File: src/rtl/uart_tx.sv
// UART transmitter: input FIFO plus start/8 data (LSB first)/stop framing, one line bit per uart_clk.
// Define UART_TX_PARITY_EN to insert an even-parity bit after the data bits.
module uart_tx #(
    parameter int FIFO_DEPTH = 4,
    parameter int STOP_BITS  = 2
) (
    input  logic                          uart_clk,
    input  logic                          reset,
    input  logic [7:0]                    tx_data_i,
    input  logic                          tx_valid_i,
    output logic                          tx_ready_o,
    output logic                          txd_o,
    output logic                          tx_busy_o,
    output logic                          tx_done_o,
    output logic [$clog2(FIFO_DEPTH):0]   fifo_level_o
);
    localparam int AW = $clog2(FIFO_DEPTH);

    typedef logic [AW-1:0] ptr_t;
    typedef logic [AW:0]   lvl_t;

    typedef enum logic [2:0] {
        S_IDLE,
        S_START,
        S_DATA,
`ifdef UART_TX_PARITY_EN
        S_PARITY,
`endif
        S_STOP
    } state_t;

    logic [7:0] mem [FIFO_DEPTH];
    ptr_t       wr_ptr, rd_ptr;
    lvl_t       count;
    logic       push, pop;

    state_t     state, state_next;
    logic [2:0] cnt, cnt_next;
    logic [7:0] shift, shift_next;
    logic       txd_next;
    logic       last_stop;

    // Ready looks only at the registered count, so a same-cycle pop cannot admit a push.
    assign tx_ready_o   = (count != lvl_t'(FIFO_DEPTH));
    assign push         = tx_valid_i && tx_ready_o;
    assign fifo_level_o = count;

    assign last_stop = (state == S_STOP) && (cnt == 3'(STOP_BITS - 1));
    assign pop       = ((state == S_IDLE) || last_stop) && (count != '0);

    always_ff @(posedge uart_clk or posedge reset) begin
        if (reset) begin
            wr_ptr <= '0;
            rd_ptr <= '0;
            count  <= '0;
        end else begin
            if (push) wr_ptr <= wr_ptr + ptr_t'(1);
            if (pop)  rd_ptr <= rd_ptr + ptr_t'(1);
            count <= count + lvl_t'(push) - lvl_t'(pop);
        end
    end

    always_ff @(posedge uart_clk) begin
        if (push) mem[wr_ptr] <= tx_data_i;
    end

    // State register; txd is registered from the next-state decode so the line never glitches.
    always_ff @(posedge uart_clk or posedge reset) begin
        if (reset) begin
            state <= S_IDLE;
            cnt   <= '0;
            shift <= '0;
            txd_o <= 1'b1;
        end else begin
            state <= state_next;
            cnt   <= cnt_next;
            shift <= shift_next;
            txd_o <= txd_next;
        end
    end

`ifdef UART_TX_PARITY_EN
    logic par;

    always_ff @(posedge uart_clk or posedge reset) begin
        if (reset)    par <= 1'b0;
        else if (pop) par <= ^mem[rd_ptr];
    end
`endif

    always_comb begin
        state_next = state;
        unique case (state)
            S_IDLE:   if (pop) state_next = S_START;
            S_START:  state_next = S_DATA;
`ifdef UART_TX_PARITY_EN
            S_DATA:   if (cnt == 3'd7) state_next = S_PARITY;
            S_PARITY: state_next = S_STOP;
`else
            S_DATA:   if (cnt == 3'd7) state_next = S_STOP;
`endif
            S_STOP:   if (last_stop) state_next = pop ? S_START : S_IDLE;
            default:  state_next = S_IDLE;
        endcase

        // One counter serves both data-bit and stop-bit positions; it restarts on every state change.
        cnt_next = ((state_next != state) || (state == S_IDLE)) ? 3'd0 : cnt + 3'd1;

        shift_next = shift;
        if (pop)                  shift_next = mem[rd_ptr];
        else if (state == S_DATA) shift_next = {1'b0, shift[7:1]};
    end

    always_comb begin
        txd_next = 1'b1;
        case (state_next)
            S_START:  txd_next = 1'b0;
            S_DATA:   txd_next = shift_next[0];
`ifdef UART_TX_PARITY_EN
            S_PARITY: txd_next = par;
`endif
            default:  txd_next = 1'b1;
        endcase
        tx_busy_o = (state != S_IDLE);
        tx_done_o = last_stop;
    end

endmodule

File: config.mk
export PLATFORM = sky130hd
export DESIGN_NAME = uart_tx
export DESIGN_NICKNAME = d
export VERILOG_FILES = /design/src/rtl/uart_tx.sv
export SDC_FILE = /design/constraint.sdc
export NUM_CORES = 1
export LEC_CHECK = 0
export ABC_AREA = 1
export CORE_ASPECT_RATIO = 2
export CORE_MARGIN = 1.5
export CORE_UTILIZATION = 54
export CTS_BUF_LIST = sky130_fd_sc_hd__clkbuf_4 sky130_fd_sc_hd__clkbuf_8
export DETAILED_ROUTE_END_ITERATION = 8
export GPL_ROUTABILITY_DRIVEN = 1
export HOLD_SLACK_MARGIN = 0.03
export PLACE_DENSITY = 0.82
export SLEW_MARGIN = 15
export SYNTH_ARGS = -nofsm -noshare
export SYNTH_HDL_FRONTEND = slang
export SYNTH_SLANG_ARGS = --single-unit
File: constraint.sdc
create_clock -name uart_clk -period 2.1 [get_ports uart_clk]
set_clock_uncertainty 0.2 [all_clocks]
set_input_delay 0.42 -clock uart_clk [delete_from_list [all_inputs] [get_ports uart_clk]]
set_output_delay 0.42 -clock uart_clk [all_outputs]
set_load 0.1 [all_outputs]
Yosys cells after proc, flatten, opt, wreduce, memory -nomap -nowiden:

Memory sizes are Yosys's and may differ from the RTL's.
Index checks and enable logic that the tools add are counted.

* flip-flop bits (word level): 22
* memory bits (writable): 32
* bits of input ports: 11
* word-level logic and storage cells: 43
* memories kept: 1

* $add $sub $neg: 5
* equal/unequal tests: 9
* muxes and demuxes: 11
* reductions and logical operators: 9

Memory list
* mem: depth 4, bits a word 8, rd ports 1, clocked after Yosys merged registers in 0, write ports 1, RTL line 32 `logic [7:0] mem [FIFO_DEPTH];`

Operators by type and width (count)
* two-way mux 8 bit: 2
* two-way mux 3 bit: 4
* case mux 3 bit (4 select lines): 1
* == test 3 x 1 -> 1 bit, second input constant: 3
* == test 3 x 2 -> 1 bit, second input constant: 3
* nonzero test 3 bit: 2
* adder 2 x 1 -> 2 bit, second input constant: 2
* adder 3 x 1 -> 3 bit: 1
* adder 3 x 1 -> 3 bit, second input constant: 1
* == test 3 bit, second input constant: 1
* logical AND 1 bit: 3
* logical NOT 3 bit: 1
* two-way mux 1 bit: 3
* != test 3 bit: 1
* != test 3 bit, second input constant: 1
* subtractor 3 x 1 -> 3 bit: 1
* logical OR 1 bit: 2
* case mux 1 bit (2 select lines): 1
* nonzero test 2 bit: 1

Logic depth before layout (Yosys ltp):

* word-level depth: 10
* depth in mapped cells: 13
* depth with buffers taken out: 12

Worst setup path after synthesis:

No wires, ideal clock.

* path kind: reg-to-reg
* from: register count[2], in the netlist fifo_level_o[2]
* to: register count[2], in the netlist fifo_level_o[2]
* library setup time: 0.125 ns
* arrival: 3.053 ns
* required time: 1.775 ns
* path slack: -1.278 ns
* stages on the path, launching flop included: 8
* path through: dfrtp_1 nand2_1 nand2_2 xor2_1 ha_1 inv_1 fa_1 xnor2_1

* longest elaborated chain between the ends: 4

RTL lines
* start, declared: RTL line 34 `lvl_t count;`
* start signal, assigned: RTL line 59 `count <= count + lvl_t'(push) - lvl_t'(pop);`
* != test 3 bit: RTL line 44 `assign tx_ready_o = (count != lvl_t'(FIFO_DEPTH));`
* net tx_ready_o: RTL line 11 `output logic tx_ready_o,`
* logical AND 1 bit: RTL line 45 `assign push = tx_valid_i && tx_ready_o;`
* adder 3 x 1 -> 3 bit: RTL line 59
* subtractor 3 x 1 -> 3 bit: RTL line 59

The timed path passes the listed nets, and every way through them passes these cells.
A chain may end at the register's enable or synchronous reset.

Worst setup path after layout:

* from: register cnt[1]
* to: register count[1], in the netlist fifo_level_o[1]

* longest elaborated chain between the ends: 5

RTL lines
* start, declared: RTL line 38 `logic [2:0] cnt, cnt_next;`
* start signal, assigned: RTL line 76 `cnt <= cnt_next;`
* == test 3 x 1 -> 1 bit: RTL line 48 `assign last_stop = (state == S_STOP) && (cnt == 3'(STOP_BITS - 1));`
* logical AND 1 bit: RTL line 48
* logical OR 1 bit: RTL line 49 `assign pop = ((state == S_IDLE) || last_stop) && (count != '0);`
* logical AND 1 bit: RTL line 49
* subtractor 3 x 1 -> 3 bit: RTL line 59

No other way between the ends.

==> impl_results.md <==
* Crit. End Element: flop
* Maximum achievable frequency at between 0.4 and 0.5 GHz
* Clock power frac at 13.7%
* First-pass GRT wire length at about 6.9 mm
* Clock Latency Late Sink at between 300 and 400 ps
* Post-CTS Hold Buffers at 0
* Via density at 5.066
* Final setup margin at -89.21 ps
* # fillers at 326
* Util after Layout at 68.81%
* Placed insts at 306
* Placer Congestion at 0.7883
* CTS sink count at 54
* Critical path's slowest cell: fa_2
* Final nets at approximately 280
* Multi-input logic area at 812.0 µm²
* Final ANT Viol Nets at 0
* Comb pwr share at 45.2%
* Full die area at 4855 µm²
* Io pins at 18
* Data arrival time of the worst path at about 2200 ps
* Share of layout cells above drive strength 1 at 23.28%
* Final Cell Area at 2957 µm²
* Yosys Warn Count at 0
* Max capacitance violation total at 0
* Period Utilization, post-route at 104.2%
* Post-Synthesis Cells at about 230
* Core Region at 4297 µm²
* Critical path data required time at ~2100 ps
* Wire per inst at 12.71 µm
* Placed Area at about 2800 µm²
* PD cells at 1377 nW/µm²
* Sw power at 1.697 mW
* Largest net degree at the start of global routing at 23
* Drt first pass iters at 4
* Max-slew violation count at 0
* Post-Layout Cell Count at ~320
* Cell Area, Synth at 2389 µm²
* Status: finished, violations left
* Port Buffers at 17
* Sequential share of the synthesized area at 63.33%
* Lkg Pwr at 1.269 nW
* Crit-path max FO at 2
* Die Y-Extent at about 97 µm
* Yosys top cell by area: edfxtp_1
* Hold Vio Cnt, Final at 0
* Initial DRC count at 34
* CP Launch Type: flop
* GRT Residual Overflow at 0
* Deepest clock path buffer count at 2
* Hold slack at 233.3 ps
* Average cell area after synthesis at 10.52 µm²
* Clock-pin slew on the worst setup and hold paths at 90 ps
* Kind of critical path: reg -> reg
* Setup TNS at -112.7 ps
* Switching share of power at about two fifths
* Top-area cell type share of the netlist area at 40.23%
* Antenna cells at 0
* # rows at 34
* DR DRC count at 0
* Die W at 50.03 µm
* Area delta synth->final at 23.78%
* Total Wirelength at ~4 mm
* Via count at 1,601
* Failing checks: negative setup slack
* Tmin final at 2189 ps
* Dpl ws at -152.6 ps
* Max incr delay on CP at ~520 ps
* Starting density of the core at 55.59%
* RSZ-0062 raised after global routing: true
* Post-DP HPWL at 2.960 mm
* Vias in the first global route at 1,625
* Reg area at 1524 µm²
* Sequential share of power at 41.1%
* IR drop worst, VDD at 0.9279 mV
* Netlist cell types at 28
* H-tree depth at 2
* Aggregate global-route resource usage at between 10% and 20%
* Total power draw at 4.071 mW
* Int Pwr at 2.374 mW
* Clock tree root driver cell: clkbuf_8
* Worst Hold Class: in -> async
* TritonCTS Buffers at 5
* Register bit total from synthesis at 54
* CTS tree: built
* # setup viols final at 3
* Net Count, Synth at 247
* Top cells by area, synth: edfxtp_1 (40%), dfrtp_1 (22%), nand2_1 (6.9%)
* Initial antenna violation count at 0
* Worst path cell trace: inv_1 > ha_2 > inv_2 > nor2_4 > nand2_4 > nand2_4 > nand2_4 > xor2_1 > ha_2 > inv_2 > fa_2 > inv_2
[what timing repair did]
action                                  4_1_cts  5_1_grt
setup buffers                                 1        1
gates resized for setup                       8        5
endpoints found under the setup margin        3        3
pin swaps                                     3        5
[sequential cells by signal (all words and copies together), names as in the netlist]
| name | count |
|---|---|
| cnt | 3 |
| fifo_level_o | 3 |
| mem | 32 |
| rd_ptr | 2 |
| shift | 8 |
| state | 3 |
| txd_o | 1 |
| wr_ptr | 2 |
[layer usage]
metal  wire, µm  GRT usage [%]
met1       1419          18.89
met2       2383          34.92
met5          0              0
met3        111          4.462
met4        102          10.26
[synthesized netlist by cell type]
master	n
a21oi_1	7
buf_4	1
dfrtp_1	21
nor3_1	2
inv_1	25
ha_1	8
o22ai_1	1
nand2_2	4
nor2_2	1
o21ai_0	14
nand2_4	1
buf_2	3
edfxtp_1	32
xnor2_1	2
nand3_1	18
inv_2	3
buf_6	1
conb_1	1
nand2_1	44
nand3_2	3
o21ai_1	1
a21oi_2	1
dfstp_2	1
nor3b_1	1
xor2_1	2
nand4_1	1
nor2_1	27
fa_1	1
[final cells by class]
type,instances,share of cell area (%)
repair buffers,32,12.06
flip-flops and latches,54,51.54
clock inverters,3,0.6771
inverters,28,3.639
multi-input cells,140,27.47
well taps,54,2.285
clock buffers,5,2.328
[path summary, 6_finish.rpt]
kind,startpoint,endpoint,slack [ps],depth (start not counted)
setup / recovery,cnt[1]$_DFF_PP0_,fifo_level_o[1]$_DFF_PP0_,-90,12
hold / removal,reset,fifo_level_o[1]$_DFF_PP0_,230,3
setup reg to reg,cnt[1]$_DFF_PP0_,fifo_level_o[1]$_DFF_PP0_,-90,12
hold reg to reg,shift[4]$_DFFE_PP0P_,shift[3]$_DFFE_PP0P_,310,2
max in group asynchronous,reset,txd_o$_DFF_PP1_,1190,3
min in group uart_clk,shift[4]$_DFFE_PP0P_,shift[3]$_DFFE_PP0P_,310,2
[placed cells by master, fill, tap and decap left out, drive strengths merged]
cell / instances
fa: 1
dfrtp: 21
buf: 22
dfstp: 1
nand3: 21
conb: 1
nand2: 49
a21oi: 8
o22ai: 1
clkinv: 1
clkdlybuf4s50: 10
inv: 29
edfxtp: 32
o21ai: 15
clkinvlp: 1
nand4: 1
xnor2: 2
nor2: 28
clkbuf: 5
ha: 8
xor2: 2
nor3b: 1
nor3: 2
[power by group through the flow]
stage               combinational [mW]  sequential (mW)  clock [mW]
finish                            1.84             1.67       0.558
floorplan                         1.03             1.92           0
global placement                  1.77             1.68           0
detailed placement                1.81             1.70           0
global route                      2.01             1.70       0.640
CTS                               1.83             1.67       0.574
[cells by family after synthesis]
group | Yosys count | synth area share, %
and+or+nand+nor | 102 | 18.96
DFF | 54 | 63.33
AOI/OAI and AO/OA | 24 | 5.238
xor gates and xnor gates | 4 | 1.467
adders and majority gates | 9 | 5.029
buffers and inverters | 33 | 5.814
other | 1 | 0.1570
[worst max-delay path: cells and delay by family, from the launching register on]
family | cells | cell delay [ps]
buffers and inverters | 4 | 170
adder cells (fa/ha/maj) | 3 | 880
XOR/XNOR | 1 | 160
AND/OR/NAND/NOR | 4 | 310
flip-flops | 1 | 390
Power figures use the tool's default switching activity.
